[config.mk]
export PLATFORM = sky130hd
export DESIGN_NAME = vga_timing_gen
export DESIGN_NICKNAME = d
export VERILOG_FILES = /design/src/rtl/vga_timing_pkg.sv /design/src/rtl/vga_timing_gen_wrap_counter.sv /design/src/rtl/vga_timing_gen.sv
export SDC_FILE = /design/constraint.sdc
export NUM_CORES = 1
export LEC_CHECK = 0
export ABC_AREA = 1
export BUFFER_PORTS_ARGS = -buffer_cell sky130_fd_sc_hd__buf_4
export CORE_MARGIN = 2
export CORE_UTILIZATION = 51
export DETAILED_ROUTE_END_ITERATION = 8
export PLACE_DENSITY_LB_ADDON = 0.3
export SYNTH_ARGS = -nofsm -noshare
export SYNTH_HDL_FRONTEND = slang
export SYNTH_SLANG_ARGS = --single-unit
[constraint.sdc]
create_clock -name clk -period 2 [get_ports clk]
set_input_delay 0.2 -clock clk [delete_from_list [all_inputs] [get_ports clk]]
set_output_delay 0.2 -clock clk [all_outputs]
set_load 0.01 [all_outputs]
[src/rtl/vga_timing_pkg.sv]
// vga_timing_pkg
//   Shared constants for the raster timing controller: 1024x768@60 default
//   timing, helpers that derive the line/frame totals, and the run/stop
//   state encoding.
package vga_timing_pkg;

    localparam int DEF_H_ACTIVE = 32'd1024;
    localparam int DEF_H_FP     = 32'd24;
    localparam int DEF_H_SYNC   = 32'd136;
    localparam int DEF_H_BP     = 32'd160;
    localparam int DEF_V_ACTIVE = 32'd768;
    localparam int DEF_V_FP     = 32'd3;
    localparam int DEF_V_SYNC   = 32'd6;
    localparam int DEF_V_BP     = 32'd29;
    localparam int DEF_H_POL    = 32'd0;
    localparam int DEF_V_POL    = 32'd0;
    localparam int DEF_HW       = 32'd11;
    localparam int DEF_VW       = 32'd10;

    // Raster state encoding.
    localparam logic [1:0] IDLE     = 2'd0;
    localparam logic [1:0] RUN      = 2'd1;
    localparam logic [1:0] STOPPING = 2'd2;

    // Pixel clocks per line.
    function automatic int h_total(input int active, input int fp, input int sync, input int bp);
        return active + fp + sync + bp;
    endfunction

    // Lines per frame.
    function automatic int v_total(input int active, input int fp, input int sync, input int bp);
        return active + fp + sync + bp;
    endfunction

endpackage

[src/rtl/vga_timing_gen_wrap_counter.sv]
// wrap_counter
//   Modulo-(MAX+1) up-counter used for both raster axes.
//   clk   : clock
//   rst_n : asynchronous active-low reset (q -> 0)
//   clr   : synchronous clear, overrides inc
//   inc   : advance by one this clock
//   q     : current count (registered)
//   wrap  : q is at MAX and is advancing, so it returns to 0 on this clock.
//           Combinational, so a cascaded counter steps on the same clock.
module wrap_counter #(
    parameter int WIDTH = 32'd4,
    parameter int MAX   = 32'd15
) (
    input  logic             clk,
    input  logic             rst_n,
    input  logic             clr,
    input  logic             inc,
    output logic [WIDTH-1:0] q,
    output logic             wrap
);

    localparam logic [WIDTH-1:0] MAX_Q  = WIDTH'(MAX);
    localparam logic [WIDTH-1:0] ZERO_Q = {WIDTH{1'b0}};
    localparam logic [WIDTH-1:0] ONE_Q  = WIDTH'(32'd1);

    // Carry out to the next axis.
    always_comb begin
        wrap = inc && !clr && (q == MAX_Q);
    end

    // Count state; the compare against MAX keeps q inside WIDTH bits.
    always_ff @(posedge clk or negedge rst_n) begin
        if (!rst_n) begin
            q <= ZERO_Q;
        end else if (clr) begin
            q <= ZERO_Q;
        end else if (inc) begin
            if (q == MAX_Q) begin
                q <= ZERO_Q;
            end else begin
                q <= q + ONE_Q;
            end
        end else begin
            q <= q;
        end
    end

endmodule

[src/rtl/vga_timing_gen.sv]
// vga_timing_gen
//   Raster timing controller: pixel/line counters plus raw hsync/vsync/blank
//   strobes, with a run/stop handshake that only stops at a frame boundary.
//   clk         : clock
//   rst_n       : asynchronous active-low reset
//   en          : pixel tick; counters advance only when en=1
//   run         : level request to run the raster
//   hcount      : current pixel column
//   vcount      : current line
//   hsync/vsync : sync strobes at H_POL/V_POL asserted level
//   blank       : 1 outside the active area (and whenever idle)
//   line_start  : one-clock pulse when hcount becomes 0 while running
//   frame_start : one-clock pulse when (hcount,vcount) becomes (0,0)
//   busy        : raster is running or finishing its last frame
// All outputs are registered on the same clock as the counters; the strobes
// are decoded from the counters' next values so they line up with zero lag.
module vga_timing_gen
    import vga_timing_pkg::*;
#(
    parameter int H_ACTIVE = DEF_H_ACTIVE,
    parameter int H_FP     = DEF_H_FP,
    parameter int H_SYNC   = DEF_H_SYNC,
    parameter int H_BP     = DEF_H_BP,
    parameter int V_ACTIVE = DEF_V_ACTIVE,
    parameter int V_FP     = DEF_V_FP,
    parameter int V_SYNC   = DEF_V_SYNC,
    parameter int V_BP     = DEF_V_BP,
    parameter int H_POL    = DEF_H_POL,
    parameter int V_POL    = DEF_V_POL,
    parameter int HW       = DEF_HW,
    parameter int VW       = DEF_VW
) (
    input  logic          clk,
    input  logic          rst_n,
    input  logic          en,
    input  logic          run,
    output logic [HW-1:0] hcount,
    output logic [VW-1:0] vcount,
    output logic          hsync,
    output logic          vsync,
    output logic          blank,
    output logic          line_start,
    output logic          frame_start,
    output logic          busy
);

    localparam int H_TOTAL = h_total(H_ACTIVE, H_FP, H_SYNC, H_BP);
    localparam int V_TOTAL = v_total(V_ACTIVE, V_FP, V_SYNC, V_BP);

    // Sync windows are stored as inclusive first/last so no bound ever has
    // to represent H_TOTAL itself in HW bits.
    localparam logic [HW-1:0] H_ACT_Q        = HW'(H_ACTIVE);
    localparam logic [HW-1:0] H_SYNC_FIRST_Q = HW'(H_ACTIVE + H_FP);
    localparam logic [HW-1:0] H_SYNC_LAST_Q  = HW'(H_ACTIVE + H_FP + H_SYNC - 32'd1);
    localparam logic [VW-1:0] V_ACT_Q        = VW'(V_ACTIVE);
    localparam logic [VW-1:0] V_SYNC_FIRST_Q = VW'(V_ACTIVE + V_FP);
    localparam logic [VW-1:0] V_SYNC_LAST_Q  = VW'(V_ACTIVE + V_FP + V_SYNC - 32'd1);
    localparam logic [HW-1:0] H_ZERO_Q       = {HW{1'b0}};
    localparam logic [VW-1:0] V_ZERO_Q       = {VW{1'b0}};
    localparam logic [HW-1:0] H_ONE_Q        = HW'(32'd1);
    localparam logic [VW-1:0] V_ONE_Q        = VW'(32'd1);
    localparam logic          HS_ON          = 1'(H_POL);
    localparam logic          VS_ON          = 1'(V_POL);

    if ((64'd1 << HW) < 64'(H_TOTAL)) begin : g_hw_too_small
        $error("vga_timing_gen: HW too small for H_TOTAL");
    end
    if ((64'd1 << VW) < 64'(V_TOTAL)) begin : g_vw_too_small
        $error("vga_timing_gen: VW too small for V_TOTAL");
    end

    logic [1:0]    state_r;
    logic [1:0]    state_nxt_s;
    logic          counting_s;
    logic          cnt_inc_s;
    logic          cnt_clr_s;
    logic          start_s;
    logic          h_wrap_s;
    logic          v_wrap_s;
    logic [HW-1:0] h_nxt_s;
    logic [VW-1:0] v_nxt_s;
    logic          busy_nxt_s;
    logic          hsync_nxt_s;
    logic          vsync_nxt_s;
    logic          blank_nxt_s;
    logic          line_start_nxt_s;
    logic          frame_start_nxt_s;

    // Counters advance only while a raster is in progress; idle holds them at 0.
    always_comb begin
        counting_s = (state_r == RUN) || (state_r == STOPPING);
        cnt_inc_s  = counting_s && en;
        cnt_clr_s  = !counting_s;
    end

    wrap_counter #(
        .WIDTH (HW),
        .MAX   (H_TOTAL - 32'd1)
    ) u_h_cnt (
        .clk   (clk),
        .rst_n (rst_n),
        .clr   (cnt_clr_s),
        .inc   (cnt_inc_s),
        .q     (hcount),
        .wrap  (h_wrap_s)
    );

    wrap_counter #(
        .WIDTH (VW),
        .MAX   (V_TOTAL - 32'd1)
    ) u_v_cnt (
        .clk   (clk),
        .rst_n (rst_n),
        .clr   (cnt_clr_s),
        .inc   (h_wrap_s),
        .q     (vcount),
        .wrap  (v_wrap_s)
    );

    // Next counter values, mirroring what the counters will load this clock.
    always_comb begin
        h_nxt_s = hcount;
        v_nxt_s = vcount;
        if (cnt_clr_s) begin
            h_nxt_s = H_ZERO_Q;
            v_nxt_s = V_ZERO_Q;
        end else if (cnt_inc_s) begin
            if (h_wrap_s) begin
                h_nxt_s = H_ZERO_Q;
                if (v_wrap_s) begin
                    v_nxt_s = V_ZERO_Q;
                end else begin
                    v_nxt_s = vcount + V_ONE_Q;
                end
            end else begin
                h_nxt_s = hcount + H_ONE_Q;
            end
        end else begin
            h_nxt_s = hcount;
            v_nxt_s = vcount;
        end
    end

    // Run/stop sequencing; a stop only lands once the last pixel of a frame ticks.
    always_comb begin
        state_nxt_s = state_r;
        start_s     = 1'b0;
        case (state_r)
            IDLE: begin
                if (run && en) begin
                    state_nxt_s = RUN;
                    start_s     = 1'b1;
                end else begin
                    state_nxt_s = IDLE;
                end
            end
            RUN: begin
                if (!run) begin
                    state_nxt_s = STOPPING;
                end else begin
                    state_nxt_s = RUN;
                end
            end
            STOPPING: begin
                if (run) begin
                    state_nxt_s = RUN;
                end else if (v_wrap_s) begin
                    state_nxt_s = IDLE;
                end else begin
                    state_nxt_s = STOPPING;
                end
            end
            default: begin
                state_nxt_s = IDLE;
            end
        endcase
    end

    // Strobe decode from next counter values; idle forces inactive levels.
    always_comb begin
        busy_nxt_s = (state_nxt_s != IDLE);
        if (busy_nxt_s) begin
            hsync_nxt_s = ((h_nxt_s >= H_SYNC_FIRST_Q) && (h_nxt_s <= H_SYNC_LAST_Q)) ? HS_ON : ~HS_ON;
            vsync_nxt_s = ((v_nxt_s >= V_SYNC_FIRST_Q) && (v_nxt_s <= V_SYNC_LAST_Q)) ? VS_ON : ~VS_ON;
            blank_nxt_s = !((h_nxt_s < H_ACT_Q) && (v_nxt_s < V_ACT_Q));
            line_start_nxt_s  = start_s || (cnt_inc_s && (h_nxt_s == H_ZERO_Q));
            frame_start_nxt_s = start_s || (cnt_inc_s && (h_nxt_s == H_ZERO_Q) && (v_nxt_s == V_ZERO_Q));
        end else begin
            hsync_nxt_s       = ~HS_ON;
            vsync_nxt_s       = ~VS_ON;
            blank_nxt_s       = 1'b1;
            line_start_nxt_s  = 1'b0;
            frame_start_nxt_s = 1'b0;
        end
    end

    // State and registered strobes.
    always_ff @(posedge clk or negedge rst_n) begin
        if (!rst_n) begin
            state_r     <= IDLE;
            hsync       <= ~HS_ON;
            vsync       <= ~VS_ON;
            blank       <= 1'b1;
            line_start  <= 1'b0;
            frame_start <= 1'b0;
            busy        <= 1'b0;
        end else begin
            state_r     <= state_nxt_s;
            hsync       <= hsync_nxt_s;
            vsync       <= vsync_nxt_s;
            blank       <= blank_nxt_s;
            line_start  <= line_start_nxt_s;
            frame_start <= frame_start_nxt_s;
            busy        <= busy_nxt_s;
        end
    end

endmodule
==> impl_table.tex <==
\begin{tabular}{lr}
\hline
Metric & Value \\
\hline
\multicolumn{2}{l}{\textbf{Layout}} \\
Proportion of layout cells with a drive suffix above 1 & 39.1\% \\
Total inserted antenna cells & 0 \\
Number of nets in the finished design & 361 \\
Synthesis-to-layout area growth & 40.9\% \\
Number of fill cells in the layout & 285 \\
Utilization after layout & 75.3\% \\
Design Area, Final & 0.00280 mm2 \\
\multicolumn{2}{l}{\textbf{GRT}} \\
Largest net degree at the start of global routing & 30 \\
Vias in the first global route & 1739 \\
Final global-route overflow total & 0 \\
Global-route wire length before repair & 8470 um \\
Overall track demand over capacity in global routing & 26.0\% \\
Number of antenna violations at the first check in global routing & 0 \\
\multicolumn{2}{l}{\textbf{Clock network}} \\
Maximum buffer depth of the clock tree & 2 \\
Clock tree from TritonCTS & built \\
Clock Root Buffer & sky130\_fd\_sc\_hd\_\_clkbuf\_8 \\
Clock transition at the register clock pins on the worst setup and hold paths after CTS & 0.06 ns \\
Clock Sinks & 29 \\
Number of buffers created by CTS & 5 \\
Insertion delay of the later-clocked pin in the worst-skew pair & 0.28 ns \\
Deepest level of the CTS H-tree & 2 \\
\multicolumn{2}{l}{\textbf{Yosys}} \\
Post-synth net total & 293 \\
Synthesis-stage register bit count & 29 \\
Fraction of post-synthesis cell area in the top cell type by area & 32.7\% \\
Part of the Yosys area used for sequential elements & 36.7\% \\
Leading area contributor after synthesis & sky130\_fd\_sc\_hd\_\_dfrtp\_1 \\
Number of different library cells in the post-synthesis netlist & 30 \\
Mean Syn Cell Area & 7.05 um2 \\
Area of the mapped netlist & 0.00199 mm2 \\
Dominant cell by count in the synthesized netlist & sky130\_fd\_sc\_hd\_\_nand2\_1 \\
Post-Synthesis Cells & 282 \\
Number of warning messages in the yosys log & 0 \\
Share of synthesized registers carrying an async set or reset & 100\% \\
EDFF count, synth & 0 \\
Flip-flop cell with the highest count after synthesis & sky130\_fd\_sc\_hd\_\_dfrtp\_1 \\
Most common library cells after synthesis & 80 x sky130\_fd\_sc\_hd\_\_nand2\_1, 41 x sky130\_fd\_sc\_hd\_\_inv\_1, 38 x sky130\_fd\_sc\_hd\_\_nor2\_1 \\
Cells taking the most area after synthesis & sky130\_fd\_sc\_hd\_\_dfrtp\_1 33\%, sky130\_fd\_sc\_hd\_\_nand2\_1 15\%, sky130\_fd\_sc\_hd\_\_inv\_1 7.7\% \\
\multicolumn{2}{l}{\textbf{Power}} \\
Design internal power & 0.00142 W \\
Net switching share of the total power & 38.3\% \\
Net switching power & 0.000880 W \\
Total power density per cell area & 821 mW/mm2 \\
IR Drop Worst-Case VDD & 1.05 mV \\
Clock group share of total power & 21.1\% \\
Combinational power share & 47.3\% \\
Static power due to leakage & 1.51 nW \\
Portion of total power attributed to sequential cells & 31.6\% \\
\multicolumn{2}{l}{\textbf{Hold path}} \\
Class of the worst hold path & in -> reg \\
Number of instances on the worst hold path & 3 \\
\multicolumn{2}{l}{\textbf{Setup path}} \\
WP buf/inv & 1 \\
Arr. time, crit path & 2.17 ns \\
Crit path max fanout & 3 \\
Startpoint Class & register \\
Critical path's top delay family & simple AND/OR/NAND/NOR gates \\
Most numerous cell on the critical path & sky130\_fd\_sc\_hd\_\_nand2\_2 \\
Cell depth of the worst setup path & 12 \\
Critical Setup Path Class & reg -> reg \\
Worst r2r path cells & 12 \\
CP endpoint kind & register \\
Critical path, cell by cell & ha\_4, nand3\_4, buf\_4, nor2\_1, nand2\_1, nand4\_1, nand2\_2, nor2\_2, nand3\_2, nor2\_4, nand2\_2, a21oi\_2 \\
Slowest stage cell, crit path & sky130\_fd\_sc\_hd\_\_dfrtp\_1 \\
Biggest cell delay along the critical path & 0.42 ns \\
Data required time at the worst endpoint & 2.21 ns \\
\multicolumn{2}{l}{\textbf{Routing}} \\
Total via count in the routed design & 2187 \\
Avg WL per Cell & 15.2 um \\
TritonRoute pass-1 iters & 7 \\
ANT nets after route & 0 \\
Final routed wirelength across all metal layers & 6040 um \\
Number of violations reported at the end of detailed-routing iteration 0 & 216 \\
Remaining DRCs & 0 \\
Per-cell via count in the routed design & 5.49 \\
\multicolumn{2}{l}{\textbf{Placement}} \\
Dpl cell area & 0.00238 mm2 \\
Port Buffers & 30 \\
Routability-driven placement congestion ratio & 0.999 \\
HPWL Detailed & 3980 um \\
\multicolumn{2}{l}{\textbf{STA}} \\
Hold Fails Final Rpt & 0 \\
Fin. max-slew vios & 0 \\
Final clock skew & 0.00993 ns \\
Final setup violation count & 0 \\
Setup repair after global routing missed its margin & true \\
Worst Tran Pin Value & 0.377 ns \\
Minimum clock period after layout & 1.95 ns \\
Worst max-slew margin expressed relative to the limit & 74.9\% \\
Period Utilization, post-route & 97.7\% \\
Maximum achievable frequency & 512 MHz \\
\multicolumn{2}{l}{\textbf{Floorplanning}} \\
Chip Width & 66.4 um \\
Standard-cell row count & 22 \\
Initial Util & 53.5\% \\
Placeable Area & 0.00372 mm2 \\
Vertical extent of the die & 66.4 um \\
IO Pins & 31 \\
Floorplan die area & 0.00441 mm2 \\
\multicolumn{2}{l}{\textbf{Outcome}} \\
Status & complete, no violations \\
\multicolumn{2}{l}{\textbf{Job}} \\
Max-cap viol count & 0 \\
\hline
\end{tabular}
-- worst paths after layout --
| kind | endpoint | slack [ns] | startpoint |
|---|---|---|---|
| worst max-delay path | frame_start | 0.05 | u_h_cnt.q[1] |
| worst min-delay path | state_r[0] | 0.26 | run |
| worst max register to register | frame_start | 0.05 | u_h_cnt.q[1] |
| worst min register to register | u_h_cnt.q[9] | 0.61 | u_h_cnt.q[9] |
| max in group asynchronous | vsync | 1.31 | rst_n |
| min in group asynchronous | u_h_cnt.q[1] | 0.37 | rst_n |
-- per-stage QoR --
| stage | power, W | cells | setup WS (ns) | TNS, ns | hold WS [ns] |
|---|---|---|---|---|---|
| final | 0.00230 | 398 | 0.0463 | 0 | 0.256 |
| after global routing | 0.00242 | 398 | -0.0537 | -0.136 | 0.259 |
| after CTS | 0.00212 | 387 | 0.00592 | 0 | 0.218 |
| after detailed placement | 0.00156 | 375 | -0.0866 | -0.148 | 0.146 |
| after global placement | 0.00153 | 375 | -0.0373 | -0.0373 | 0.144 |
| after floorplan | 0.00120 | 282 | 0.136 | 0 | -0.0956 |
-- worst min-delay path, delay by kind of cell --
family | cells | cell delay (ns)
AO/OA/AOI/OAI | 2 | 0.17
buffers and inverters | 1 | 0.12
-- layout by cell type, fill, tap and decap left out, drive strengths merged --
cell type / synthesis / layout
mux2i: 1 / 1
nor3b: 1 / 1
xor2: 3 / 3
dfrtp: 26 / 26
o31ai: 1 / 1
nand3b: 2 / 2
inv: 45 / 45
dfstp: 3 / 3
clkbuf: 0 / 7
o21bai: 1 / 1
nor2: 46 / 46
nand2: 88 / 88
nand4: 11 / 11
buf: 3 / 62
a21oi: 3 / 3
o21ai: 5 / 5
o21a: 1 / 1
nor3: 1 / 1
xnor2: 1 / 1
dlygate4sd3: 0 / 1
ha: 7 / 7
nand3: 33 / 34
-- repair_timing --
item / 4_1_cts / 5_1_grt
buffers inserted: 4 / 10
gates cloned: 0 / 1
endpoints found under the hold margin: 26 / 0
setup endpoints to repair: 3 / 5
gates resized for setup: 11 / 50
hold buffers: 1 / 0
pin swaps: 3 / 25
-- kinds of logic (layout without fill, tap and decap cells) --
| kind of cell | count (synthesis) | count (layout) | synth area share [%] |
|---|---|---|---|
| muxes | 1 | 1 | 0.504 |
| and+or+nand+nor | 182 | 183 | 43.5 |
| buffers and inverters | 48 | 115 | 9.82 |
| adders and majority gates | 7 | 7 | 4.41 |
| DFF | 29 | 29 | 36.7 |
| AOI/OAI and AO/OA | 11 | 11 | 3.34 |
| xor gates and xnor gates | 4 | 4 | 1.76 |
-- layout make-up --
cell class	count	area [um2]	share of cell area, %
Clock buffer	7	86.3	3.08
Multi-Input combinational cell	206	1250	44.8
Sequential cell	29	734	26.2
Timing Repair Buffer	63	487	17.4
Tap cell	48	60.1	2.15
Inverter	45	176	6.30
-- power groups by stage --
stage / logic, W / registers, W / clock network, W
CTS: 0.000913 / 0.000714 / 0.000490
detailed placement: 0.000839 / 0.000722 / 0
global route: 0.00118 / 0.000732 / 0.000512
finish: 0.00109 / 0.000727 / 0.000484
floorplan: 0.000431 / 0.000768 / 0
global placement: 0.000812 / 0.000721 / 0
-- state kept, by name, summed over array words and instances (netlist names) --
name and cells:
hsync 1, line_start 1, u_v_cnt.q 10, u_h_cnt.q 11, frame_start 1, blank 1
busy 1, state_r 2, vsync 1
-- per-layer routing --
| layer | vias up | wire length (um) | global-route usage [%] |
|---|---|---|---|
| li1 | 1022 | - | - |
| met2 | 114 | 2990 | 40.5 |
| met4 | 0 | 107 | 7.65 |
| met1 | 1041 | 2490 | 36.6 |
| met3 | 10 | 458 | 5.11 |
| met5 | - | 0 | 0 |
(Power assumes the default switching activity.)
